File: src/rtl/cpa_pipe_stage.sv
// Final carry-propagate stage: resolves a redundant sum/carry pair into a binary
// product via a two-stage split adder with valid/ready handshakes. Define CPA_COUT_EN for out_cout.
module cpa_pipe_stage #(
  parameter int unsigned WIDTH = 16,
  parameter int unsigned LOW_W = 8
) (
  input  logic             clk,
  input  logic             rst,
  input  logic             in_valid,
  output logic             in_ready,
  input  logic [WIDTH-1:0] in_sum,
  input  logic [WIDTH-1:0] in_carry,
  output logic             out_valid,
  input  logic             out_ready,
  output logic [WIDTH-1:0] out_product
`ifdef CPA_COUT_EN
  ,
  output logic             out_cout
`endif
);

  localparam int unsigned HI_W = WIDTH - LOW_W;

  // Carry vector bit i weighs 2^(i+1); its MSB falls outside the result.
  logic [WIDTH-1:0] b;
  logic             carry_msb_unused;
  assign b                = {in_carry[WIDTH-2:0], 1'b0};
  assign carry_msb_unused = in_carry[WIDTH-1];

  logic [LOW_W:0] lo_full;
  assign lo_full = {1'b0, in_sum[LOW_W-1:0]} + {1'b0, b[LOW_W-1:0]};

  logic             s1_valid;
  logic [LOW_W-1:0] s1_lo;
  logic             s1_c1;
  logic [HI_W-1:0]  s1_sum_hi;
  logic [HI_W-1:0]  s1_b_hi;

  logic             s2_valid;
  logic [LOW_W-1:0] s2_lo;
  logic [HI_W-1:0]  s2_hi;

  logic s1_adv;
  logic s2_adv;
  assign s2_adv   = !s2_valid || out_ready;
  assign s1_adv   = !s1_valid || s2_adv;
  assign in_ready = s1_adv;

  always_ff @(posedge clk) begin
    if (rst) begin
      s1_valid  <= 1'b0;
      s1_lo     <= '0;
      s1_c1     <= 1'b0;
      s1_sum_hi <= '0;
      s1_b_hi   <= '0;
    end else if (s1_adv) begin
      s1_valid <= in_valid;
      if (in_valid) begin
        s1_lo     <= lo_full[LOW_W-1:0];
        s1_c1     <= lo_full[LOW_W];
        s1_sum_hi <= in_sum[WIDTH-1:LOW_W];
        s1_b_hi   <= b[WIDTH-1:LOW_W];
      end
    end
  end

  logic [HI_W:0] hi_full;
  assign hi_full = {1'b0, s1_sum_hi} + {1'b0, s1_b_hi} + {{HI_W{1'b0}}, s1_c1};

  always_ff @(posedge clk) begin
    if (rst) begin
      s2_valid <= 1'b0;
      s2_lo    <= '0;
      s2_hi    <= '0;
    end else if (s2_adv) begin
      s2_valid <= s1_valid;
      if (s1_valid) begin
        s2_lo <= s1_lo;
        s2_hi <= hi_full[HI_W-1:0];
      end
    end
  end

`ifdef CPA_COUT_EN
  logic s2_cout;
  always_ff @(posedge clk) begin
    if (rst) begin
      s2_cout <= 1'b0;
    end else if (s2_adv && s1_valid) begin
      s2_cout <= hi_full[HI_W];
    end
  end
  assign out_cout = s2_cout;
`else
  logic hi_carry_unused;
  assign hi_carry_unused = hi_full[HI_W];
`endif

  assign out_valid   = s2_valid;
  assign out_product = {s2_hi, s2_lo};

endmodule

File: config.mk
export PLATFORM = sky130hd
export DESIGN_NAME = cpa_pipe_stage
export DESIGN_NICKNAME = d
export VERILOG_FILES = /design/src/rtl/cpa_pipe_stage.sv
export SDC_FILE = /design/constraint.sdc
export NUM_CORES = 1
export LEC_CHECK = 0
export CAP_MARGIN = 30
export CORE_ASPECT_RATIO = 0.7
export CORE_MARGIN = 5
export CORE_UTILIZATION = 30
export CTS_BUF_LIST = sky130_fd_sc_hd__clkbuf_16
export CTS_CLUSTER_DIAMETER = 200
export CTS_CLUSTER_SIZE = 40
export DETAILED_ROUTE_END_ITERATION = 10
export PLACE_DENSITY = 0.55
export SLEW_MARGIN = 15
export SYNTH_ARGS = -nofsm -noshare
export SYNTH_HDL_FRONTEND = slang
export SYNTH_SLANG_ARGS = --single-unit
File: constraint.sdc
create_clock -name clk -period 1.7 [get_ports clk]
set_input_delay 0.17 -clock clk [delete_from_list [all_inputs] [get_ports clk]]
set_output_delay 0.17 -clock clk [all_outputs]
set_load 0.02 [all_outputs]
# After elaboration in Yosys (flattened, before gate mapping)

Cells that the tools add are included.

Add/subtract/negate cells: 3
Reduce and logical (&&, ||, !) cells: 6

Operator list:

| operator                               | count |
|---|---|
| 8-bit by 8-bit adder with 9-bit output | 1 |
| 8-bit by 1-bit adder with 8-bit output | 1 |
| 8-bit adder                            | 1 |
| 2-bit AND reduction                    | 2 |
| 1-bit logical NOT                      | 2 |
| 1-bit logical OR                       | 2 |

Flip-flop bits (word level): 43
Bits of input ports: 36
Logic and storage cells: 17

# Logic depth before layout (Yosys ltp)

Gate-level depths: netlist of the first run.

Depth after elaboration: 4
Gate-level depth with buffers: 7

# Worst setup path before layout of the first run

OpenSTA, ideal clock, no wires.

Path kind: register to register
Start point: reg s1_c1
End point: reg s2_hi[4]
Path buffers: 0
Period minus slack after synthesis: 1769 ps
Data arrival time: 1668 ps
Path slack: -69 ps
Stages on the path, launching flop included: 8
Cells stage by stage: dfxtp_1 > fa_1 > inv_1 > fa_1 > nor2b_1 > o21a_1 > o21a_1 > o41ai_1

Word-level cells in the longest chain between the ends: 1

Ends and longest elaborated chain:

| element                                | line | source |
|---|---|---|
| start: declaration                     | 35   | `logic s1_c1;` |
| start signal: assignment               | 60   | `s1_c1 <= lo_full[LOW_W];` |
| 8-bit by 1-bit adder with 8-bit output | 68   | `assign hi_full = {1'b0, s1_sum_hi} + {1'b0, s1_b_hi} + {{HI_W{1'b0}}, s1_c1};` |
| end signal: assignment                 | 79   | `s2_hi <= hi_full[HI_W-1:0];` |
| end: declaration                       | 41   | `logic [HI_W-1:0] s2_hi;` |

No other way between the ends.
A chain may end at the register's enable or synchronous reset.

# Worst setup path after layout of the first run

Start point: reg s1_b_hi[0]
End point: reg s2_hi[4]

Word-level cells in the longest chain between the ends: 2

Ends and longest elaborated chain:

| element                                | line | source |
|---|---|---|
| start: declaration                     | 37   | `logic [HI_W-1:0] s1_b_hi;` |
| start signal: assignment               | 62   | `s1_b_hi <= b[WIDTH-1:LOW_W];` |
| 8-bit adder                            | 68   |  |
| 8-bit by 1-bit adder with 8-bit output | 68   |  |

No other way between the ends.

==> results of run 1 <==
## metrics by stage
step	worst slack (ns)	utilization, %	setup TNS (ns)	hold WS [ns]	instance area (sq um)
finish	-0.0384	46.0	-0.0384	0.339	3160
global placement	-0.249	42.4	-0.988	0.441	2920
floorplan	0.0456	-	0	0.299	2170
global route	-0.125	46.0	-0.261	0.343	3160
CTS	-0.0467	44.9	-0.140	0.430	3090
detailed placement	-0.293	42.4	-1.26	0.446	2920
## report_power, final
group          switching, mW  total (mW)  leakage (nW)  internal [mW]
combinational          0.251       0.520         0.842          0.269
sequential            0.0385        1.11         0.354           1.07
clock                  0.371        1.06        0.0812          0.684
## flip-flops by register name, summed over array words and instances, names as in the netlist
signal,flops
s1_valid,1
s2_lo,8
out_valid,1
s1_sum_hi,8
s2_hi,8
s1_b_hi,8
s1_c1,1
s1_lo,8
## layout make-up
| type | instances | share of cell area [%] |
|---|---|---|
| inverters | 10 | 1.19 |
| repair buffers | 77 | 22.9 |
| well taps | 94 | 3.72 |
| clock buffers | 5 | 3.95 |
| multi-input cells | 198 | 39.7 |
| flip-flops and latches | 43 | 27.3 |
| clock inverters | 3 | 1.23 |
## metal layers
layer / global-route usage, % / vias to the layer above
met2: 19.9 / 56
met3: 3.50 / 5
li1: - / 1066
met1: 17.7 / 943
met5: 0 / -
met4: 3.28 / 0
## critical path, stage by stage (launching register included)
cell     delay, ns
dfxtp_2       0.33
fa_2          0.43
inv_2         0.07
fa_2          0.22
nor2b_4       0.05
o21a_1        0.18
o21a_1        0.18
o41ai_2       0.18
## worst max path at each step
stage               endpoint  slack, ns  depth (start not counted)
CTS                 s2_hi[4]      -0.05                          7
global placement    s1_lo[7]      -0.25                          8
floorplan           s2_hi[4]       0.05                          7
detailed placement  s1_lo[7]      -0.29                          8
finish              s2_hi[4]      -0.04                          7
global route        s2_hi[4]      -0.13                          7
## cells in the final DEF (no fill, tap or decap), types with 3 or more instances in the layout
cell,instances
nand4_1,3
nor3_1,4
fa_2,3
buf_4,24
a211o_1,4
ha_1,12
o21ai_1,3
nor2_1,10
o21a_1,5
clkdlybuf4s50_1,49
inv_1,8
dfxtp_1,40
clkbuf_16,5
o211ai_1,4
nand2_1,64
o21ai_0,3
nand3_1,6
a21oi_1,38
a21o_1,3
o21ai_2,3
dfxtp_2,3
## what timing repair did
action	CTS	global route
endpoints found under the setup margin	7	8
pin swaps	2	8
gates resized for setup	9	18
gates cloned	0	0
buffers inserted	0	1
## cells by family after synthesis
group           share of synthesized area, %
compound gates                          21.4
fa+ha+maj                               10.3
flops                                   39.8
buf+inv                                 5.38
simple gates                            21.9
xor+xnor                                1.22
==> impl_metrics.tcl, run 1 <==
set metrics [dict create \
    synth.area.top_cells "dfxtp_1 40%, nand2_1 11%, a21oi_1 8.8%" \
    yosys.cell_types.count 42 \
    worstSetupPathType "flip-flop to flip-flop" \
    die_h_um 81.0 \
    vias_per_cell 4.81 \
    clkTransAtPathRegs_ns 0.06 \
    maxSlewHeadroom_pct 75.8 \
    layout-drive-gt1-share_pct 15.8 \
    layout_min_cycle_time_ns 1.74 \
    outcome "finished with violations" \
    multi_input_area_sq_um 1260 \
    endpoint_kind "flip-flop" \
    critPathArrivalTime_ns 1.93 \
    seq_area_sq_um 865 \
    dieWidth_um 111 \
    route.met2.wl_mm 2.47 \
    critical_path_required_ns 1.89 \
    grt_max_degree 27 \
    seq_area_frac_synth_pct 39.8 \
    syn2layout_area_growth_pct 46.4 \
    syn_area_per_cell_sq_um 8.13 \
    met1_length_mm 2.88 \
    violations "setup timing" \
    placed_cells 421 \
    hold_path_end "s1_lo[1]" \
    antenna_left 0 \
    cts_buffers 5 \
    power.total_mw 2.68 \
    dieArea_sq_um 9030 \
    fin_ws_ns -0.0384 \
    grt-ovfl-total 0 \
    io_buffers 52 \
    ctsHoldBuffers 0 \
    synth.most_common_cell "nand2_1" \
    grt_pass1_wl_mm 9.31 \
    cap_violations 0 \
    initial_core_util_pct 31.4 \
    slew_violations 0 \
    async_flop_share_pct 0 \
    h-tree-depth 2 \
    cts_tree "built" \
    r2r-end "s2_hi[4]" \
    worstMarginPinSlew_ns 0.361 \
    r2r_slack_ns -0.04 \
    cts_buffer_depth 2 \
    first_pass_iters 4 \
    ys_warn_count 0 \
    wl_per_cell_um 13.3 \
    synth_seq_cells 43 \
    rsz0062_at_grt "true" \
    yosys-top-cells-count "64 x nand2_1, 43 x dfxtp_1, 38 x a21oi_1" \
    clock_latency_ns 0.28 \
    antenna_found_initial 0 \
    power.density_nw_per_um2 848 \
    clk_root_buffer_cell "clkbuf_16" \
    synth_area_sq_um 2160 \
    fin_crit_sh_pct 102 \
    remaining_drc_errors 0 \
    hold_path_depth 4 \
    startpoint "s1_b_hi[0]" \
    routed_wl_mm 5.71 \
    setup_viol 1 \
    start_kind "flip-flop" \
    worstRegToRegCells 7 \
    finalHoldViolCount 0 \
    top_layer_used "met4" \
    fmax_mhz 575 \
    peakVddDrop_uv 366 \
    vias 2070 \
    netlist.area_leader.share_pct 39.8 \
    hold_class "primary input to flip-flop" \
    reg2reg_from "s1_b_hi[0]" \
    first_iter_violations 124 \
    track_usage_pct 12.8 \
    synth_fp_nets 318 \
    dr_wl_met3_um 318 \
    gp_congestion 0.822 \
    synth-main-ff-cell "dfxtp_1" \
    synth_edf_count 0 \
    path_max_fanout 3 \
    final_cells 430 \
    clock-sinks 43 \
    rows 25 \
    nNetsFinal 387 \
    final.setup_skew_ns 0.00585 \
    p_leak_nw 1.28 \
    core_sq_um 6880 \
    grt_pass1_vias 1964 \
    dp_hpwl_mm 4.45 \
    min_from "in_sum[1]" \
    fillers 687 \
    yosysTopAreaCell "dfxtp_1" \
    diodes 0 \
    pin_count 54 \
    syn_inst 266 \
]
No activity file was read; power rests on OpenSTA's default activity.
==> run 2: changes to the inputs <==
- SKIP_CTS_REPAIR_TIMING: unset -> 1
==> impl_metrics.tcl, run 2 (same netlist as run 1, synthesis figures left out) <==
set metrics [dict create \
    outcome "finished with violations" \
    violations "setup timing" \
    endpoint_kind "flip-flop" \
    p_sw_share_pct 24.6 \
    worstMarginPinSlew_ns 0.361 \
    final.setup_skew_ns 0.00598 \
    antenna_found_initial 0 \
    finalHoldViolCount 0 \
    dieWidth_um 111 \
    grt_pass1_wl_mm 9.31 \
    pin_count 54 \
    grtUsageMet3_pct 3.50 \
    rsz0062_at_grt "true" \
    top_usage_layer "met2" \
    intPower_mw 2.02 \
    cts_tree "built" \
    post-route-cell-area_sq_um 3150 \
    final_cells 429 \
    fin_ws_ns -0.0587 \
    hold_path_end "s1_lo[1]" \
    hold_path_depth 4 \
    p_switching_uw 660 \
    layout-drive-gt1-share_pct 15.2 \
    clk_root_buffer_cell "clkbuf_16" \
    peakVddDrop_uv 366 \
    layout_common_cells "64 x nand2_1, 50 x clkdlybuf4s50_1, 39 x dfxtp_1, 38 x a21oi_1, 23 x buf_4" \
    diodes 0 \
    routed_wl_mm 5.73 \
    r2r-end "s2_hi[4]" \
    antenna_left 0 \
    core_sq_um 6880 \
    fin_crit_sh_pct 103 \
    power.total_mw 2.68 \
    clkTransAtPathRegs_ns 0.06 \
    cap_violations 0 \
    layout_commonest_cell "nand2_1" \
    grt_pass1_vias 1961 \
    hold_class "primary input to flip-flop" \
    start_kind "flip-flop" \
    initial_core_util_pct 31.4 \
    dp_hpwl_mm 4.45 \
    globalRouteMet2Util_pct 19.9 \
    fmax_mhz 569 \
    layout_min_cycle_time_ns 1.76 \
    clock_latency_ns 0.28 \
    critPathArrivalTime_ns 1.95 \
    maxSlewHeadroom_pct 75.8 \
    wl_per_cell_um 13.4 \
    p_comb_share_pct 19.3 \
    power.share.sequential_pct 41.3 \
    reg2reg_from "s1_b_hi[0]" \
    rows 25 \
    place_area_sq_um 2920 \
    worstSetupPathType "flip-flop to flip-flop" \
    grt.met1_usage_pct 17.7 \
    die_h_um 81.0 \
    fin_hold_ws_ns 0.338 \
    fin_util_pct 45.8 \
    grt_max_degree 27 \
    dieArea_sq_um 9030 \
    io_buffers 52 \
    power.density_nw_per_um2 851 \
    fin_setup_tns_ns -0.103 \
    clock_power_share_pct 39.4 \
    vias_per_cell 4.74 \
    placed_cells 421 \
    min_from "in_sum[1]" \
    slew_violations 0 \
    syn2layout_area_growth_pct 45.8 \
    setup_viol 3 \
    first_iter_violations 129 \
    cts_buffer_depth 2 \
    path_max_fanout 3 \
    p_leak_nw 1.27 \
    nNetsFinal 386 \
    remaining_drc_errors 0 \
    first_pass_iters 4 \
    vias 2033 \
    track_usage_pct 12.8 \
    h-tree-depth 2 \
    clock-sinks 43 \
    grt-ovfl-total 0 \
    gp_congestion 0.822 \
    worstRegToRegCells 7 \
    cts_buffers 5 \
    dpl_worst_slack_ns -0.293 \
    critical_path_required_ns 1.89 \
    r2r_slack_ns -0.06 \
]
run 2: cell types whose count changed in the layout (fill, tap and decap cells not counted), sizes merged:
| cell | delta |
|---|---|
| dlygate4sd2 | -1 |
| buf | -1 |
| clkdlybuf4s50 | +1 |
run 2: worst max path at each step:
stage | from | end | slack, ns | depth (start not counted)
final | s1_b_hi[0] | s2_hi[4] | -0.06 | 7
after global routing | s1_b_hi[0] | s2_hi[4] | -0.13 | 7
after CTS | s1_b_hi[0] | s2_hi[5] | -0.09 | 5
after detailed placement | in_carry[0] | s1_lo[7] | -0.29 | 8
after global placement | in_sum[1] | s1_lo[7] | -0.25 | 8
after floorplan | s1_b_hi[0] | s2_hi[4] | 0.05 | 7
run 2: layout make-up:
| cell class | count | area (sq um) |
|---|---|---|
| fill | 687 | 3730 |
| multi-input combinational | 198 | 1250 |
| sequential | 43 | 866 |
| timing repair buffer | 76 | 718 |
| clock buffer | 5 | 125 |
| tap | 94 | 118 |
| clock inverter | 3 | 38.8 |
| inverter | 10 | 37.5 |
run 2: worst max-delay path, cell delays in order (launching register included):
cell     delay (ns)
dfxtp_2        0.33
fa_2           0.43
inv_2          0.07
fa_2           0.23
nor2b_4        0.05
o21a_1         0.18
o21a_1         0.18
o41ai_2        0.19
run 2: power groups by stage:
stage / logic (mW) / clock network, mW / registers (mW)
floorplan: 0.252 / 0 / 1.14
global placement: 0.492 / 0 / 1.13
detailed placement: 0.496 / 0 / 1.13
CTS: 0.499 / 1.08 / 1.11
global route: 0.577 / 1.13 / 1.11
finish: 0.517 / 1.06 / 1.11
run 2: metal layers:
layer  vias up  wire length, um
li1       1063                -
met1       922             2950
met2        43             2480
met3         5              256
met4         0               41
met5         -                0
